**config.mk**
```make
export PLATFORM = sky130hd
export DESIGN_NAME = cbdb_tick_gen
export DESIGN_NICKNAME = d
export VERILOG_FILES = /design/src/rtl/cbdb_tick_gen.sv
export SDC_FILE = /design/constraint.sdc
export NUM_CORES = 1
export LEC_CHECK = 0
export BUFFER_PORTS_ARGS = -buffer_cell sky130_fd_sc_hd__buf_4
export CORE_MARGIN = 3
export CORE_UTILIZATION = 55
export CTS_CLUSTER_SIZE = 28
export DETAILED_ROUTE_END_ITERATION = 10
export PLACE_DENSITY = 0.74
export SYNTH_ARGS = -nofsm -noshare
export SYNTH_HDL_FRONTEND = slang
export SYNTH_SLANG_ARGS = --single-unit
```
**constraint.sdc**
```tcl
create_clock -name CLK -period 2.7 [get_ports CLK]
set_clock_uncertainty 0.05 [all_clocks]
set_input_delay 0.405 -clock CLK [delete_from_list [all_inputs] [get_ports CLK]]
set_output_delay 0.405 -clock CLK [all_outputs]
set_load 0.01 [all_outputs]
```
**src/rtl/cbdb_tick_gen.sv**
```systemverilog
// rtl/cbdb_tick_gen.sv - prescaled tick generator feeding a downstream down-counter
// Issues one TICK every DIVR enabled cycles; one-shot mode halts on TCI from the downstream counter.
module cbdb_tick_gen #(
    parameter int W = 8
) (
    input  logic         CLK,
    input  logic         CDN,
    input  logic         EN,
    input  logic         START,
    input  logic         STOP,
    input  logic         MODE,
    input  logic         LD,
    input  logic [W-1:0] DIV,
    input  logic         TCI,
    output logic         TICK,
    output logic         BUSY,
    output logic         DONE,
    output logic         ERR
);

    typedef enum logic [1:0] {
        IDLE = 2'd0,
        RUN  = 2'd1,
        HALT = 2'd2
    } state_t;

    localparam logic [W-1:0] ONE = {{(W-1){1'b0}}, 1'b1};

    state_t       state;
    state_t       state_nxt;
    logic [W-1:0] pc;
    logic [W-1:0] pc_nxt;
    logic [W-1:0] divr;
    logic [W-1:0] eff_div;
    logic         err_q;
    logic         err_nxt;
    logic         pc_zero;

    // A same-cycle LD overrides the stored divide value for the start decision
    assign eff_div = LD ? DIV : divr;
    assign pc_zero = (pc == '0);

    always_ff @(posedge CLK or negedge CDN) begin
        if (!CDN) begin
            state <= IDLE;
            pc    <= '0;
            divr  <= ONE;
            err_q <= 1'b0;
        end else begin
            state <= state_nxt;
            pc    <= pc_nxt;
            err_q <= err_nxt;
            if (LD) begin
                divr <= DIV;
            end
        end
    end

    always_comb begin
        state_nxt = state;
        pc_nxt    = pc;
        err_nxt   = 1'b0;
        if (STOP) begin
            state_nxt = IDLE;
            pc_nxt    = '0;
        end else if (state != RUN && START) begin
            if (eff_div != '0) begin
                state_nxt = RUN;
                pc_nxt    = eff_div - ONE;
            end else begin
                err_nxt = 1'b1;
            end
        end else if (state == RUN && EN) begin
            // Reload uses the stored DIVR, so a mid-run LD only shapes later periods
            pc_nxt = pc_zero ? (divr - ONE) : (pc - ONE);
            if (MODE && pc_zero && TCI) begin
                state_nxt = HALT;
            end
        end
    end

    always_comb begin
        TICK = (state == RUN) && EN && pc_zero;
        BUSY = (state == RUN);
        DONE = (state == HALT);
        ERR  = err_q;
    end

endmodule

```
Word level (Yosys, flattened, before mapping)
Index checks and enable logic that the tools add are counted.

storage, ports and cells
  register bits = 19
  bits of input ports = 16
  output and inout port bits = 4
  word-level logic and storage cells = 36

cells by class
  add/subtract/negate cells = 3
  eq/ne operators = 4
  mux-type cells = 14
  reductions and logical operators = 11

operator list
  cell                 number
  $mux 8               6
  $sub 8x1->8 const B  3
  $mux 2               5
  $logic_not 8->1      1
  $reduce_bool 8->1    1
  $reduce_bool 3->1    2
  $logic_and 1x1->1    5
  $mux 1               3
  $ne 3x2->1 const B   1
  $reduce_and 3->1     1
  $eq 2x1->1 const B   1
  $eq 2x2->1 const B   1
  $ne 2x1->1 const B   1
  $reduce_and 2->1     1

Longest topological paths before layout
  depth after elaboration = 7
  depth in mapped cells = 9
  gate-level depth less buffers = 8

Worst setup path after synthesis
OpenSTA, ideal clock, no wires.

  kind = reg2reg
  start point = register pc[7]
  end point = register pc[6]
  setup time = 0.126 ns
  data arrival time = 1.886 ns
  data required time = 2.524 ns
  setup slack = 0.638 ns
  cell stages (with the launch flop) = 8
  path buffers = 0
  period minus slack after synthesis = 2.062 ns
  cell sequence = dfrtp_1 -> nor4_4 -> nand3_1 -> a2bb2oi_1 -> inv_1 -> ha_1 -> and3_1 -> a221o_1

on the way
  longest elaborated chain between the ends = 5

ends and longest elaborated chain
  element                 line  source
  start, declared         31    logic [W-1:0] pc;
  start signal, assigned  51    pc <= pc_nxt;
  $logic_not 8->1         41    assign pc_zero = (pc == '0);
  $mux 8                  75    pc_nxt = pc_zero ? (divr - ONE) : (pc - ONE);
  $mux 8                  73    end else if (state == RUN && EN) begin
  $mux 8                  66    end else if (state != RUN && START) begin
  $mux 8                  63    if (STOP) begin

No other way between the ends. The select of a mux whose other input is x is not followed.
A chain may end at the register's enable or synchronous reset.

Final worst setup path
  start point = register divr[6]
  end point = register pc[7]

on the way
  longest elaborated chain between the ends = 5
  elaborated cells between the ends (all ways) = 11
  classes of those cells = 2 x add/sub; 1 x eq/ne; 6 x mux; 2 x reduce/logical

ends and longest elaborated chain
  element                                line    source
  start, declared                        33      logic [W-1:0] divr;
  start signal, assigned                 47      divr <= ONE;
  start signal, assigned                 54      divr <= DIV;
  $sub 8x1->8 or $mux 8 (tied branches)  -
  $mux 8 or $sub 8x1->8 (tied branches)  75, 69
  $mux 8, on equally long branches       73, 67
  $mux 8                                 66
  $mux 8                                 63

Parallel ways exist; a longest one is shown, timed or not. The select of a mux whose other input is x is not followed.

==> impl_metrics.ini <==
[synthesis]
yosys.area_share.adder_pct = 0.9980
synth.area.mux_share_pct = 7.086
synthDistinctLibCells = 45
synth_edf_count = 0
async_flop_share_pct = 100.0
netlist_area_um2 = 1254
synthesis.nets = 144
avgSynthCellArea_um2 = 9.872
yosys_most_used_dff = dfrtp_1
synth_top_family_by_area = simple AND/OR/NAND/NOR gates
synth_simple_gate_area_share_pct = 28.14
syn_inst = 127
ys_warn_count = 0
synth.ff_latch_count = 19
yosysSeqAreaShare_pct = 38.02
synth-compound-area-share_pct = 18.36
synth_xor_area_share_pct = 2.096

[layout]
fillers = 161
drive_above_1_share_pct = 25.17
areaGrowthSynthToFinish_pct = 15.27
area.sequential_um2 = 476.7
fin_nets = 165
multi_input_area_um2 = 710.7
antenna_cells = 0

[setup_path]
r2r-end = pc[7]$_DFFE_PN0P_
crit_start = divr[6]$_DFF_PN0_
endpoint = pc[7]$_DFFE_PN0P_
crit_chain = nor4_1 -> nand3b_1 -> a311oi_4 -> nor3_1 -> and3_1 -> a211o_1
cp_data_arrival_time_ns = 2.45
r2r-start = divr[6]$_DFF_PN0_
regToRegSetupSlack_ns = 0.39
slowest_delay_ns = 0.67
path_buf_inv = 0
crit_path_end_kind = flop
crit_fanout = 15
crit_required_ns = 2.84
critPathKind = reg2reg
slowest_stage = a311oi_4
worst-path-stages = 6
start_kind = flop
crit_family = compound AO/OA/AOI/OAI gates
worst-r2r-cell-count = 6

[sta]
rsz0062_at_grt = no
holdWs_ns = 0.3081
tightest_slew_ns = 0.6533
fmax_mhz = 432.7
drv_slew = 0
fin_tns_setup_ns = 0
setup_violations = 0
min_period_ns = 2.311
finalHoldViolCount = 0
min_period_over_period_pct = 85.60
relSlewSlack_pct = 56.45

[grt]
grt_pass1_wl_um = 4222
grt_pass1_vias = 944
antenna_found_initial = 0
grt_max_degree = 20
grt_remaining_overflow = 0
track_usage_pct = 20.01

[detailed_routing]
vias = 1076
drt_iter0_drc = 33
wl_um = 2701
viasPerCell = 6.184
ant_nets = 0
drc = 0
drtPass1Iterations = 4
wire_per_inst_um = 15.52

[floorplan]
die_y_um = 53.75
die_w_um = 53.75
coreArea_um2 = 2062
die_area_um2 = 2889
rows = 16
io_pins = 20
initial_utilization_pct = 60.80

[min_path]
hold_depth = 3
hp-class = in2reg

[clock_network]
htreeDepth = 1
clock-root-buffer = clkbuf_4
cts_tree = yes
cts_buffers = 3
cts.sinks = 19
insertion_delay_ns = 0.29
post_cts_buffers = 0
cts.path.max_buffers = 2
path_clk_slew_ns = 0.10

[run_status]
status = finished, final reports clean

[power_and_ir_drop]
peakVddDrop_mv = 0.5034
power_density_nw_per_um2 = 661.9
leakage_uw = 0.0006355

[placed_design]
port_buffers = 19
hpwl_um = 2145
gp_congestion = 0.8492

[job]
max-cap-violations = 0
layout by cell type, fill, tap and decap left out, types with 2 or more instances in the layout:
cell type | netlist | routed
nor4_1 | 4 | 4
buf_4 | 1 | 21
nor3b_1 | 2 | 2
nor2_1 | 3 | 3
mux2_2 | 3 | 3
o31a_1 | 2 | 2
inv_1 | 8 | 8
nand4b_1 | 2 | 2
nor3_1 | 6 | 6
nor4_4 | 3 | 3
a31oi_1 | 2 | 2
a221o_1 | 2 | 2
a21oi_1 | 6 | 6
clkbuf_4 | 0 | 3
and4b_1 | 2 | 2
mux2i_1 | 4 | 4
nand2_1 | 10 | 10
dfrtp_1 | 18 | 18
o31ai_1 | 7 | 7
o21ai_0 | 2 | 2
and3_1 | 4 | 4
nand3_1 | 9 | 9
xnor2_1 | 2 | 2
area by class of cell:
| type | instances | area share [%] |
|---|---|---|
| inverter | 8 | 2.078 |
| sequential | 19 | 32.99 |
| clock buffer | 4 | 1.818 |
| multi-input combinational | 94 | 49.18 |
| tap | 27 | 2.338 |
| timing repair buffer | 22 | 11.60 |
per-stage QoR:
step,power (µW),instances,cell area (µm²),util [%],setup WS [ns]
after CTS,958.7,174,1445,70.09,0.3764
after floorplan,710.0,127,1254,-,0.6384
after global placement,808.1,169,1409,68.33,0.3965
after detailed placement,817.5,169,1409,68.33,0.3074
after global routing,1022,174,1445,70.09,0.2159
final,956.6,174,1445,70.09,0.3889
per-layer routing:
layer  GRT usage, %  share of wire [%]  vias to the layer above
met5              0                  0                        -
met4          3.830               0.52                        0
met3          4.709                7.7                        2
met2          30.85                 46                       44
met1          28.57                 46                      507
li1               -                  -                      523
synth_stat cells, drive strengths merged, types with 2 or more instances:
library cell,number,area share (%)
and2,2,1.2
clkbuf,2,0.60
o31ai,7,4.2
nand4b,2,1.4
and4b,2,1.6
nand2,10,3.0
nand3,9,3.6
a31oi,2,1.0
o21ai,3,1.2
inv,8,2.4
a22oi,2,1.6
o31a,3,2.2
nor4,7,7.1
nor3b,2,1.2
and3,4,2.0
buf,4,2.3
mux2i,4,3.2
mux2,4,3.9
nor3,7,3.2
xnor2,2,1.4
a221o,2,1.6
dfrtp,18,36
nor2,3,0.90
a21oi,6,2.4
timing repair:
action / CTS / global route
hold endpoints to repair: 18 / 0
gates resized for setup: 0 / 0
hold buffers: 1 / 0
worst min-delay path: cells and delay by family:
family	cells	cell delay, ns
muxes	1	0.07
buffers and inverters	2	0.14
kinds of logic after synthesis:
| logic type | after synthesis |
|---|---|
| xor gates and xnor gates | 3 |
| adders and majority gates | 1 |
| AOI/OAI and AO/OA | 29 |
| and+or+nand+nor | 53 |
| muxes | 8 |
| buffers and inverters | 14 |
| DFF | 19 |
how the worst min path moves through the flow:
stage,startpoint,to,slack [ns]
6_report,DIV[3],divr[3]$_DFF_PN0_,0.31
5_1_grt,DIV[3],divr[3]$_DFF_PN0_,0.31
3_5_place_dp,CDN,divr[5]$_DFF_PN0_,0.24
2_1_floorplan,CDN,ERR$_DFF_PN0_,0.06
3_3_place_gp,CDN,divr[5]$_DFF_PN0_,0.24
4_1_cts,DIV[3],divr[3]$_DFF_PN0_,0.30
state kept, by name, indices dropped and copies added (netlist names):
signal / count
ERR: 1
divr: 8
pc: 8
state: 2
where the power goes:
| group | leakage [µW] | switching [µW] | total (µW) | internal [µW] |
|---|---|---|---|---|
| clock network | 0.0000150 | 82.2 | 140 | 57.4 |
| logic | 0.000383 | 216 | 408 | 192 |
| registers | 0.000238 | 76.0 | 409 | 333 |
Power figures use the tool's default switching activity.
